**src/rtl/eth_pkg.sv**
```systemverilog
// Shared Ethernet definitions: CRC-32 constants and the FCS checker state encoding.
package eth_pkg;

  localparam logic [31:0] CRC32_POLY    = 32'h04C11DB7;
  localparam logic [31:0] CRC32_INIT    = 32'hFFFFFFFF;
  localparam logic [31:0] CRC32_RESIDUE = 32'hDEBB20E3;

  function automatic logic [31:0] bitrev32(input logic [31:0] v);
    logic [31:0] r;
    for (int i = 0; i < 32; i++) r[i] = v[31-i];
    return r;
  endfunction

  // The CRC is shifted LSB-first, so the update uses the bit-reversed polynomial.
  localparam logic [31:0] CRC32_POLY_REFL = bitrev32(CRC32_POLY);

  typedef enum logic [1:0] {
    ST_FILL = 2'd0,
    ST_PASS = 2'd1,
    ST_DROP = 2'd2
  } fcs_state_e;

  typedef struct packed {
    logic oversize;
    logic runt;
    logic fcs_err;
    logic good;
  } fcs_stat_t;

endpackage

```
**src/rtl/eth_fcs_check_if.sv**
```systemverilog
// Byte-wide AXI-Stream style link with frame-error sideband (tuser).
interface eth_fcs_check_if #(
  parameter int DATA_WIDTH = 8
) ();

  logic [DATA_WIDTH-1:0] tdata;
  logic                  tvalid;
  logic                  tready;
  logic                  tlast;
  logic                  tuser;

  modport master (output tdata, output tvalid, output tlast, output tuser, input tready);
  modport slave  (input tdata, input tvalid, input tlast, input tuser, output tready);

endinterface

```
**src/rtl/eth_crc32_d8.sv**
```systemverilog
// One-byte step of the reflected Ethernet CRC-32; purely combinational so TX and RX can share it.
module eth_crc32_d8
  import eth_pkg::*;
(
  input  logic [31:0] crc_in,
  input  logic [7:0]  data,
  output logic [31:0] crc_out
);

  always_comb begin
    logic [31:0] c;
    // NOTE: blocking assignments here build an 8-step combinational chain; each
    // iteration must see the value produced by the previous one.
    c = crc_in;
    for (int i = 0; i < 8; i++) begin
      if (c[0] ^ data[i]) c = (c >> 1) ^ CRC32_POLY_REFL;
      else                c = c >> 1;
    end
    crc_out = c;
  end

endmodule

```
**src/rtl/eth_fcs_check.sv**
```systemverilog
// Receive-side FCS checker: strips the 4-byte FCS through a delay line, flags bad,
// runt and oversize frames on the output tlast beat and pulses one statistic per frame.
module eth_fcs_check
  import eth_pkg::*;
#(
  parameter int DATA_WIDTH    = 8,
  parameter int MIN_FRAME_LEN = 64,
  parameter int MAX_FRAME_LEN = 1518
) (
  input  logic            clk,
  input  logic            rst,
  eth_fcs_check_if.slave  s_axis,
  eth_fcs_check_if.master m_axis,
  output logic            stat_frame_good,
  output logic            stat_fcs_err,
  output logic            stat_runt,
  output logic            stat_oversize
);

  fcs_state_e            state_q, state_d;
  logic [2:0]            fill_q, fill_d;
  logic [15:0]           count_q, count_d, count_inc;
  logic [31:0]           crc_q, crc_d, crc_next;
  logic                  sticky_q, sticky_d, sticky_in;
  logic [DATA_WIDTH-1:0] dl_q [4];
  logic [DATA_WIDTH-1:0] m_tdata_q, m_tdata_d;
  logic                  m_tvalid_q, m_tvalid_d;
  logic                  m_tlast_q, m_tlast_d;
  logic                  m_tuser_q, m_tuser_d;
  fcs_stat_t             stat_q, stat_d;
  logic                  s_ready, accept, bad_fcs, runt, oversize_hit, shift_en;

  eth_crc32_d8 u_crc (
    .crc_in (crc_q),
    .data   (s_axis.tdata),
    .crc_out(crc_next)
  );

  assign s_ready      = (state_q == ST_DROP) || !m_tvalid_q || m_axis.tready;
  assign accept       = s_axis.tvalid && s_ready;
  assign count_inc    = (count_q == 16'hFFFF) ? count_q : count_q + 16'd1;
  assign sticky_in    = sticky_q | s_axis.tuser;
  assign bad_fcs      = (crc_next != CRC32_RESIDUE);
  assign runt         = (count_inc < 16'(MIN_FRAME_LEN));
  assign oversize_hit = (count_q == 16'(MAX_FRAME_LEN));

  always_ff @(posedge clk or posedge rst) begin
    // NOTE: non-blocking assignments in clocked logic so every register samples
    // pre-edge values regardless of statement order.
    if (rst) state_q <= ST_FILL;
    else     state_q <= state_d;
  end

  always_comb begin
    // NOTE: default assignment first so no path leaves state_d unassigned (no latch).
    state_d = state_q;
    case (state_q)
      ST_FILL: if (accept && !s_axis.tlast && fill_q == 3'd3) state_d = ST_PASS;
               else if (accept && s_axis.tlast)              state_d = ST_FILL;
      ST_PASS: if (accept && oversize_hit)                   state_d = s_axis.tlast ? ST_FILL : ST_DROP;
               else if (accept && s_axis.tlast)              state_d = ST_FILL;
      ST_DROP: if (accept && s_axis.tlast)                   state_d = ST_FILL;
      default:                                               state_d = ST_FILL;
    endcase
  end

  always_comb begin
    fill_d     = fill_q;
    count_d    = count_q;
    crc_d      = crc_q;
    sticky_d   = sticky_q;
    m_tdata_d  = m_tdata_q;
    m_tlast_d  = m_tlast_q;
    m_tuser_d  = m_tuser_q;
    m_tvalid_d = m_tvalid_q && !m_axis.tready;
    stat_d     = '0;
    shift_en   = 1'b0;
    if (accept) begin
      case (state_q)
        ST_FILL: begin
          shift_en = 1'b1;
          if (s_axis.tlast) begin
            stat_d.runt = 1'b1;
            fill_d      = 3'd0;
            count_d     = 16'd0;
            crc_d       = CRC32_INIT;
            sticky_d    = 1'b0;
          end else begin
            fill_d   = fill_q + 3'd1;
            count_d  = count_inc;
            crc_d    = crc_next;
            sticky_d = sticky_in;
          end
        end
        ST_PASS: begin
          shift_en   = 1'b1;
          m_tvalid_d = 1'b1;
          m_tdata_d  = dl_q[3];
          m_tlast_d  = 1'b0;
          m_tuser_d  = 1'b0;
          if (oversize_hit || s_axis.tlast) begin
            m_tlast_d = 1'b1;
            fill_d    = 3'd0;
            count_d   = 16'd0;
            crc_d     = CRC32_INIT;
            sticky_d  = 1'b0;
            if (oversize_hit) begin
              m_tuser_d       = 1'b1;
              stat_d.oversize = 1'b1;
            end else begin
              m_tuser_d = bad_fcs | runt | sticky_in;
              if (runt)         stat_d.runt    = 1'b1;
              else if (bad_fcs) stat_d.fcs_err = 1'b1;
              else              stat_d.good    = 1'b1;
            end
          end else begin
            count_d  = count_inc;
            crc_d    = crc_next;
            sticky_d = sticky_in;
          end
        end
        default: ;  // DROP discards everything up to tlast
      endcase
    end
  end

  always_ff @(posedge clk or posedge rst) begin
    if (rst) begin
      fill_q     <= 3'd0;
      count_q    <= 16'd0;
      crc_q      <= CRC32_INIT;
      sticky_q   <= 1'b0;
      m_tdata_q  <= '0;
      m_tvalid_q <= 1'b0;
      m_tlast_q  <= 1'b0;
      m_tuser_q  <= 1'b0;
      stat_q     <= '0;
    end else begin
      fill_q     <= fill_d;
      count_q    <= count_d;
      crc_q      <= crc_d;
      sticky_q   <= sticky_d;
      m_tdata_q  <= m_tdata_d;
      m_tvalid_q <= m_tvalid_d;
      m_tlast_q  <= m_tlast_d;
      m_tuser_q  <= m_tuser_d;
      stat_q     <= stat_d;
    end
  end

  // NOTE: the delay line has no reset; fill_q alone says which entries are valid.
  always_ff @(posedge clk) begin
    if (shift_en) begin
      dl_q[0] <= s_axis.tdata;
      for (int i = 1; i < 4; i++) dl_q[i] <= dl_q[i-1];
    end
  end

  assign s_axis.tready   = s_ready;
  assign m_axis.tdata    = m_tdata_q;
  assign m_axis.tvalid   = m_tvalid_q;
  assign m_axis.tlast    = m_tlast_q;
  assign m_axis.tuser    = m_tuser_q;
  assign stat_frame_good = stat_q.good;
  assign stat_fcs_err    = stat_q.fcs_err;
  assign stat_runt       = stat_q.runt;
  assign stat_oversize   = stat_q.oversize;

endmodule

```
**src/flat_wrapper.sv**
```systemverilog
// flat-port wrapper written by rule: the top's interface ports become plain ports
module eth_fcs_check_flat import eth_pkg::*;
#(
  parameter int DATA_WIDTH    = 8,
  parameter int MIN_FRAME_LEN = 64,
  parameter int MAX_FRAME_LEN = 1518
)
  (clk, rst, stat_frame_good, stat_fcs_err, stat_runt, stat_oversize, s_axis_tdata, s_axis_tvalid, s_axis_tlast, s_axis_tuser, s_axis_tready, m_axis_tdata, m_axis_tvalid, m_axis_tlast, m_axis_tuser, m_axis_tready);
  eth_fcs_check_if #(.DATA_WIDTH(DATA_WIDTH)) s_axis_i ();
  eth_fcs_check_if #(.DATA_WIDTH(DATA_WIDTH)) m_axis_i ();
  input  logic clk;
  input  logic rst;
  output logic stat_frame_good;
  output logic stat_fcs_err;
  output logic stat_runt;
  output logic stat_oversize;
  input wire logic [$bits(s_axis_i.tdata)-1:0] s_axis_tdata;
  input wire logic [$bits(s_axis_i.tvalid)-1:0] s_axis_tvalid;
  input wire logic [$bits(s_axis_i.tlast)-1:0] s_axis_tlast;
  input wire logic [$bits(s_axis_i.tuser)-1:0] s_axis_tuser;
  output wire logic [$bits(s_axis_i.tready)-1:0] s_axis_tready;
  output wire logic [$bits(m_axis_i.tdata)-1:0] m_axis_tdata;
  output wire logic [$bits(m_axis_i.tvalid)-1:0] m_axis_tvalid;
  output wire logic [$bits(m_axis_i.tlast)-1:0] m_axis_tlast;
  output wire logic [$bits(m_axis_i.tuser)-1:0] m_axis_tuser;
  input wire logic [$bits(m_axis_i.tready)-1:0] m_axis_tready;
  assign s_axis_i.tdata = s_axis_tdata;
  assign s_axis_i.tvalid = s_axis_tvalid;
  assign s_axis_i.tlast = s_axis_tlast;
  assign s_axis_i.tuser = s_axis_tuser;
  assign s_axis_tready = s_axis_i.tready;
  assign m_axis_tdata = m_axis_i.tdata;
  assign m_axis_tvalid = m_axis_i.tvalid;
  assign m_axis_tlast = m_axis_i.tlast;
  assign m_axis_tuser = m_axis_i.tuser;
  assign m_axis_i.tready = m_axis_tready;
  eth_fcs_check #(.DATA_WIDTH(DATA_WIDTH), .MIN_FRAME_LEN(MIN_FRAME_LEN), .MAX_FRAME_LEN(MAX_FRAME_LEN)) u_core (.clk(clk), .rst(rst), .s_axis(s_axis_i), .m_axis(m_axis_i), .stat_frame_good(stat_frame_good), .stat_fcs_err(stat_fcs_err), .stat_runt(stat_runt), .stat_oversize(stat_oversize));
endmodule
```
**config.mk**
```make
export PLATFORM = sky130hd
export DESIGN_NAME = eth_fcs_check_flat
export DESIGN_NICKNAME = d
export VERILOG_FILES = /design/src/rtl/eth_pkg.sv /design/src/rtl/eth_fcs_check_if.sv /design/src/rtl/eth_crc32_d8.sv /design/src/rtl/eth_fcs_check.sv /design/src/flat_wrapper.sv
export SDC_FILE = /design/constraint.sdc
export NUM_CORES = 1
export LEC_CHECK = 0
export ABC_AREA = 1
export CORE_MARGIN = 1
export CORE_UTILIZATION = 30
export CTS_BUF_LIST = sky130_fd_sc_hd__clkbuf_4
export DETAILED_ROUTE_END_ITERATION = 7
export GPL_TIMING_DRIVEN = 1
export SLEW_MARGIN = 20
export SYNTH_ARGS = -nofsm -noshare
export SYNTH_HDL_FRONTEND = slang
export SYNTH_SLANG_ARGS = --single-unit
export TNS_END_PERCENT = 20
```
**constraint.sdc**
```tcl
create_clock -name clk -period 2.9 [get_ports clk]
set_input_delay 0.58 -clock clk [delete_from_list [all_inputs] [get_ports clk]]
set_output_delay 0.58 -clock clk [all_outputs]
set_load 0.05 [all_outputs]
```
==> summary.txt, run 1 <==
Status -> finished, final reports clean
Port buffer count -> 29
GRT Util Overall -> 14.97%
Synth top area share -> 17.60%
Setup TNS -> 0 ns
Drt via density -> 4.615
Die ar. -> 19760 um^2
Fmax -> 438.1 MHz
Crit. End Element -> flip-flop
Final nets -> 785
Synth Area per Inst -> 7.889 um^2
Number of setup violations in the final report -> 0
Worst-path clk slew -> 0.17 ns
Placed Area -> 6352 um^2
CTS Hold Bufs -> 0
Worst hold path class -> input pin to asynchronous set/reset pin
CTS root buffer -> clkbuf_4
WS Path Type -> input pin to flip-flop
First-pass GRT wire length -> 22780 um
Largest net degree at the start of global routing -> 70
Clk_skew -> 0.02611 ns
Setup Buffers After CTS -> 0
Synth Cell Area -> 5759 um^2
Num CTS Buffers -> 9
Reg2Reg Setup Slack -> 0.67 ns
WP data arrival -> 2.69 ns
Yosys reg bits -> 101
Post-DRT Antenna Nets -> 0
GR peak layer -> met2
Max-slew violations -> 0
WL final -> 13650 um
Die width -> 140.6 um
Vias in the first global route -> 4478
Syn nets -> 749
Met2 usage -> 24.87%
Met1 Use GR -> 19.23%
Distinct cells, synth -> 39
Yosys Warn Count -> 0
Max-Cap Viols -> 0
IO Pins -> 30
CTS Buffer Depth -> 2
Final GP Congestion -> 0.9192
Initial antenna violation count -> 1
Worst setup SP type -> input pin
RSZ-0062 raised after global routing -> false
Initial drt markers -> 321
DP Worst Slack -> 0.09802 ns
Register area share after synthesis -> 47.36%
Worst VDD drop -> 0.0002997 V
Non-Filler Instances -> 1006
Slew margin rel. -> 66.44%
# fillers -> 1920
Post-Route Utilization -> 34.55%
Pwr dens -> 934.9 nW/um^2
Initial Util -> 30.69%
Final HPWL DP -> 9974 um
Placed insts -> 989
Minimum clock period -> 2.283 ns
Crit share post-route -> 78.71%
TritonRoute pass-1 iters -> 5
Worst-path maximum fanout -> 12
Area grow syn2layout -> 12.60%
H-tree Lvls -> 3
Gate Count Post-Synth -> 730
Final Hold Fails -> 0
Met3 GRT Util -> 2.803%
Core box area -> 18770 um^2
CTS tree -> built
Vias -> 4643
Row count -> 50
Drt drc -> 0
CTS sink count -> 101
Final WS setup -> 0.6174 ns
Die height -> 140.6 um
Slew @ Worst Pin -> 0.5018 ns
Largest cells by area after synthesis -> nand2_1, edfxtp_1, dfrtp_1
PostCTS Resize Cnt -> 0
Gr ovfl total -> 0
Yosys top cell by area -> nand2_1
Share of cells above drive strength 1 -> 16.99%
Worst-Skew Late Latency -> 0.51 ns
Static leakage -> 3.188 nW
Avg WL per Cell -> 13.57 um
Finished layout cell area -> 6485 um^2
Worst path required time -> 3.31 ns
[layout make-up]
type	count	area (um^2)	area share (%)
Multi-Input combinational cell	519	2595	40.02
Inverter	99	371.6	5.730
Tap cell	234	292.8	4.515
Timing Repair Buffer	36	365.4	5.634
Antenna cell	1	2.502	0.03859
Clock inverter	6	55.05	0.8489
Clock buffer	10	75.07	1.158
Sequential cell	101	2728	42.06
[cells by family after synthesis]
family | Yosys count | share of synthesized area [%]
xor gates and xnor gates | 21 | 3.194
DFF | 101 | 47.36
buffers and inverters | 110 | 7.582
adders and majority gates | 5 | 1.086
and+or+nand+nor | 424 | 33.00
AOI/OAI and AO/OA | 69 | 7.778
[layout by cell type (no fill, tap or decap), types with 2 or more instances in the layout]
cell type and instances:
nand2_1 270, inv_1 81, nand3_1 54, nor2_1 40
dfrtp_1 37, dfstp_2 32, edfxtp_1 32, nand2_2 29
clkdlybuf4s50_1 28, o21ai_0 20, xor2_1 19, inv_2 17
a21oi_1 15, nand2_4 11, o22ai_1 11, clkbuf_4 10
a22oi_2 8, o21ai_1 7, nor3_1 6, buf_4 6
ha_1 5, nor2_4 3, inv_8 3, o22a_1 2
xnor2_1 2, nor2_2 2, clkinv_1 2, nand4_1 2
nor4_1 2, a22oi_1 2, inv_6 2, buf_12 2
[final timing paths]
path,start,endpoint,cells after the start
max in group asynchronous,rst,u_core.crc_q[24],3
hold / removal,rst,u_core.m_axis.tdata[5],3
hold reg to reg,u_core.dl_q[0][4],u_core.dl_q[1][4],0
setup / recovery,s_axis_tdata[2],u_core.m_axis.tuser,18
setup reg to reg,u_core.crc_q[2],u_core.m_axis.tuser,17
min in group clk,u_core.dl_q[0][4],u_core.dl_q[1][4],0
[Yosys cell counts]
cell type,n
buf_6,2
dfstp_2,32
clkinv_1,1
xnor2_1,2
edfxtp_1,32
o21a_1,1
nor4_1,2
inv_2,16
ha_1,5
a22oi_2,8
a21oi_2,1
inv_1,82
o21ai_1,7
nand2_4,11
dfrtp_1,37
o22a_1,2
nand4_1,2
buf_2,4
nor2_8,1
nor2_1,40
xor2_1,19
a22oi_1,2
nor4_2,1
o31ai_2,1
buf_4,1
nand2_1,270
nand3_1,54
o21ai_0,20
nor2_4,3
clkbuf_1,4
nor2_2,2
a21oi_1,15
nor3b_1,1
o22ai_1,11
nor3_2,1
o21bai_1,1
nor3_1,6
nand2_2,29
nand3_2,1
[through the flow]
step / power (W) / hold WS, ns
floorplan: 0.004479 / 0.4003
global placement: 0.005319 / 0.4001
detailed placement: 0.005342 / 0.4054
CTS: 0.006101 / 0.4375
global route: 0.006575 / 0.4386
finish: 0.006063 / 0.4295
[where the power goes]
part | internal, W | total (W) | leakage [nW] | switching, W
combinational | 0.00102 | 0.00312 | 1.97 | 0.00210
clock | 0.000208 | 0.000738 | 0.0748 | 0.000530
sequential | 0.00197 | 0.00220 | 1.14 | 0.000233
[registers in the layout, indices dropped and copies added (netlist names)]
name / flops
u_core.m_axis.tuser: 1
u_core.stat_fcs_err: 1
u_core.count_q: 16
u_core.m_axis.tdata: 8
u_core.stat_oversize: 1
u_core.stat_frame_good: 1
u_core.m_axis.tlast: 1
u_core.sticky_q: 1
u_core.m_axis.tvalid: 1
u_core.state_q: 2
u_core.crc_q: 32
u_core.dl_q: 32
u_core.fill_q: 3
u_core.stat_runt: 1
[critical path, stage by stage]
cell	delay (ns)
clkdlybuf4s50_1	0.52
inv_1	0.07
nand2_1	0.07
nand2_2	0.21
nand2_1	0.16
nand2_2	0.11
inv_2	0.09
nand2_1	0.06
nand2_1	0.05
nand2_1	0.04
nand2_1	0.11
nand2_1	0.06
nor2_1	0.08
nand3_1	0.09
nor2_2	0.17
nand3_1	0.10
nand2_1	0.07
nand2_1	0.04
[per-layer routing]
metal	vias to the layer above	wire length, um
met5	-	0
met4	0	233
met3	16	661
met2	111	6533
met1	2130	6226
li1	2386	-
No activity file was read; power rests on OpenSTA's default activity.
==> inputs of run 2 (changes only) <==
- clock period: 2.9 -> 2.2 ns (I/O delays scaled with it)
==> summary.txt, run 2 (synthesized netlist as in run 1, its figures left out) <==
Status -> finished, final reports clean
CP cell instances -> inv_2 > nand2_4 > nand2_8 > buf_4 > xor2_1 > nor3_2 > nand2_1 > nor2_2 > nand3_2 > nor2_4 > nand3_2 > nand2_1 > nand2_1
Placed insts -> 1058
Crit. End Element -> flip-flop
Area grow syn2layout -> 30.31%
Sequential share of power -> 29.6%
Worst path required time -> 2.61 ns
CTS Hold Bufs -> 0
WP data arrival -> 2.55 ns
Finished layout cell area -> 7505 um^2
Minimum clock period -> 2.143 ns
Initial drt markers -> 293
Non-Filler Instances -> 1099
Hold Worst Slack -> 0.3158 ns
RSZ-0062 raised after global routing -> true
Post-DRT Antenna Nets -> 0
Drt via density -> 4.558
Drt drc -> 0
Largest net degree at the start of global routing -> 70
Worst path max stage delay -> 0.59 ns
Worst path slowest cell -> dfstp_2
Max-slew violations -> 0
GRT Util Overall -> 15.76%
Worst setup SP type -> flip-flop
Die height -> 140.6 um
CTS root buffer -> clkbuf_4
WL final -> 14560 um
Avg WL per Cell -> 13.25 um
Initial Util -> 30.69%
Regs by FF count -> u_core.crc_q: 32 flops, u_core.dl_q: 32 flops, u_core.count_q: 16 flops
Initial antenna violation count -> 1
Number of setup violations in the final report -> 0
Clock power frac -> 9.8%
Share of cells above drive strength 1 -> 31.83%
Most frequent CP cell -> nand2_1
Vias -> 5009
Sw Pwr -> 0.004348 W
Worst hold path class -> input pin to asynchronous set/reset pin
CTS sink count -> 101
Worst-Skew Late Latency -> 0.50 ns
Worst-path clk slew -> 0.17 ns
Power share of the combinational group -> 60.7%
Port buffer count -> 29
Row count -> 50
Final GP Congestion -> 0.9288
Worst VDD drop -> 0.0004409 V
Sw Ratio -> 44.08%
Num CTS Buffers -> 9
Placed Area -> 6910 um^2
CTS tree -> built
CTS Buffer Depth -> 2
Final Hold Fails -> 0
Final HPWL DP -> 10520 um
TritonRoute pass-1 iters -> 5
P_int -> 0.005517 W
Worst-path maximum fanout -> 4
Die width -> 140.6 um
First-pass GRT wire length -> 24210 um
Gr ovfl total -> 0
Most frequent cells in the layout -> nand2_1, buf_4, inv_1, nand2_2, nand3_1
Core box area -> 18770 um^2
Die ar. -> 19760 um^2
Final nets -> 878
Slew @ Worst Pin -> 0.5086 ns
Most common cell after layout, fill and taps aside -> nand2_1
Fmax -> 466.6 MHz
Pwr dens -> 1314 nW/um^2
H-tree Lvls -> 3
Static leakage -> 3.778 nW
Slew margin rel. -> 66.04%
Clk_skew -> 0.02569 ns
Crit share post-route -> 97.42%
Vias in the first global route -> 4873
WS Path Type -> flip-flop to flip-flop
IO Pins -> 30
Max-Cap Viols -> 0
-- run 2: worst paths after layout --
path | cells past startpoint | slack (ns) | end | startpoint
hold / removal | 3 | 0.32 | u_core.m_axis.tdata[1] | rst
min in group clk | 0 | 0.43 | u_core.dl_q[2][4] | u_core.dl_q[1][4]
max in group asynchronous | 3 | 1.52 | u_core.crc_q[23] | rst
hold reg to reg | 0 | 0.43 | u_core.dl_q[2][4] | u_core.dl_q[1][4]
setup reg to reg | 13 | 0.06 | u_core.m_axis.tuser | u_core.crc_q[3]
setup / recovery | 13 | 0.06 | u_core.m_axis.tuser | u_core.crc_q[3]
-- run 2: final cells by class --
cell class / count / area (um^2)
fill: 1865 / 11260
sequential: 101 / 2728
antenna: 1 / 2.502
clock buffer: 9 / 67.56
clock inverter: 7 / 66.31
timing repair buffer: 128 / 1114
multi-input combinational: 520 / 2860
tap: 234 / 292.8
inverter: 99 / 374.1
-- run 2: routing by layer --
layer / track usage [%] / share of wire (%) / wire length [um]
met5: 0 / 0 / 0
met4: 4.977 / 1.8 / 269
met1: 20.45 / 47 / 6916
met3: 3.487 / 3.6 / 525
met2: 26.08 / 47 / 6851
-- run 2: critical path: cells and delay by family, from the launching register on --
family | cells | cell delay, ns
AND/OR/NAND/NOR | 10 | 1.08
flip-flops | 1 | 0.59
buffers and inverters | 2 | 0.23
XOR/XNOR | 1 | 0.16
-- run 2: repair_timing --
action / in CTS / in global routing
setup endpoints to repair: 1 / 9
pin swaps: 19 / 24
gates cloned: 0 / 1
setup buffers: 15 / 9
resized for setup: 21 / 54
-- run 2: power by group through the flow --
stage | combinational, W | clock, W | sequential [W]
finish | 0.00598 | 0.000962 | 0.00292
global placement | 0.00510 | 0 | 0.00293
global route | 0.00656 | 0.00107 | 0.00299
floorplan | 0.00271 | 0 | 0.00319
CTS | 0.00552 | 0.00102 | 0.00291
detailed placement | 0.00513 | 0 | 0.00294
-- run 2: metrics by stage --
step                setup TNS, ns  total power, W  utilization [%]  worst slack (ns)
floorplan                       0        0.005904                -           0.07310
CTS                             0        0.009451            38.55         0.0008125
finish                          0        0.009864            39.99           0.05679
detailed placement         -1.542        0.008062            36.82           -0.4874
global route             -0.05623         0.01061            39.99          -0.05623
global placement           -1.510        0.008031            36.82           -0.4729
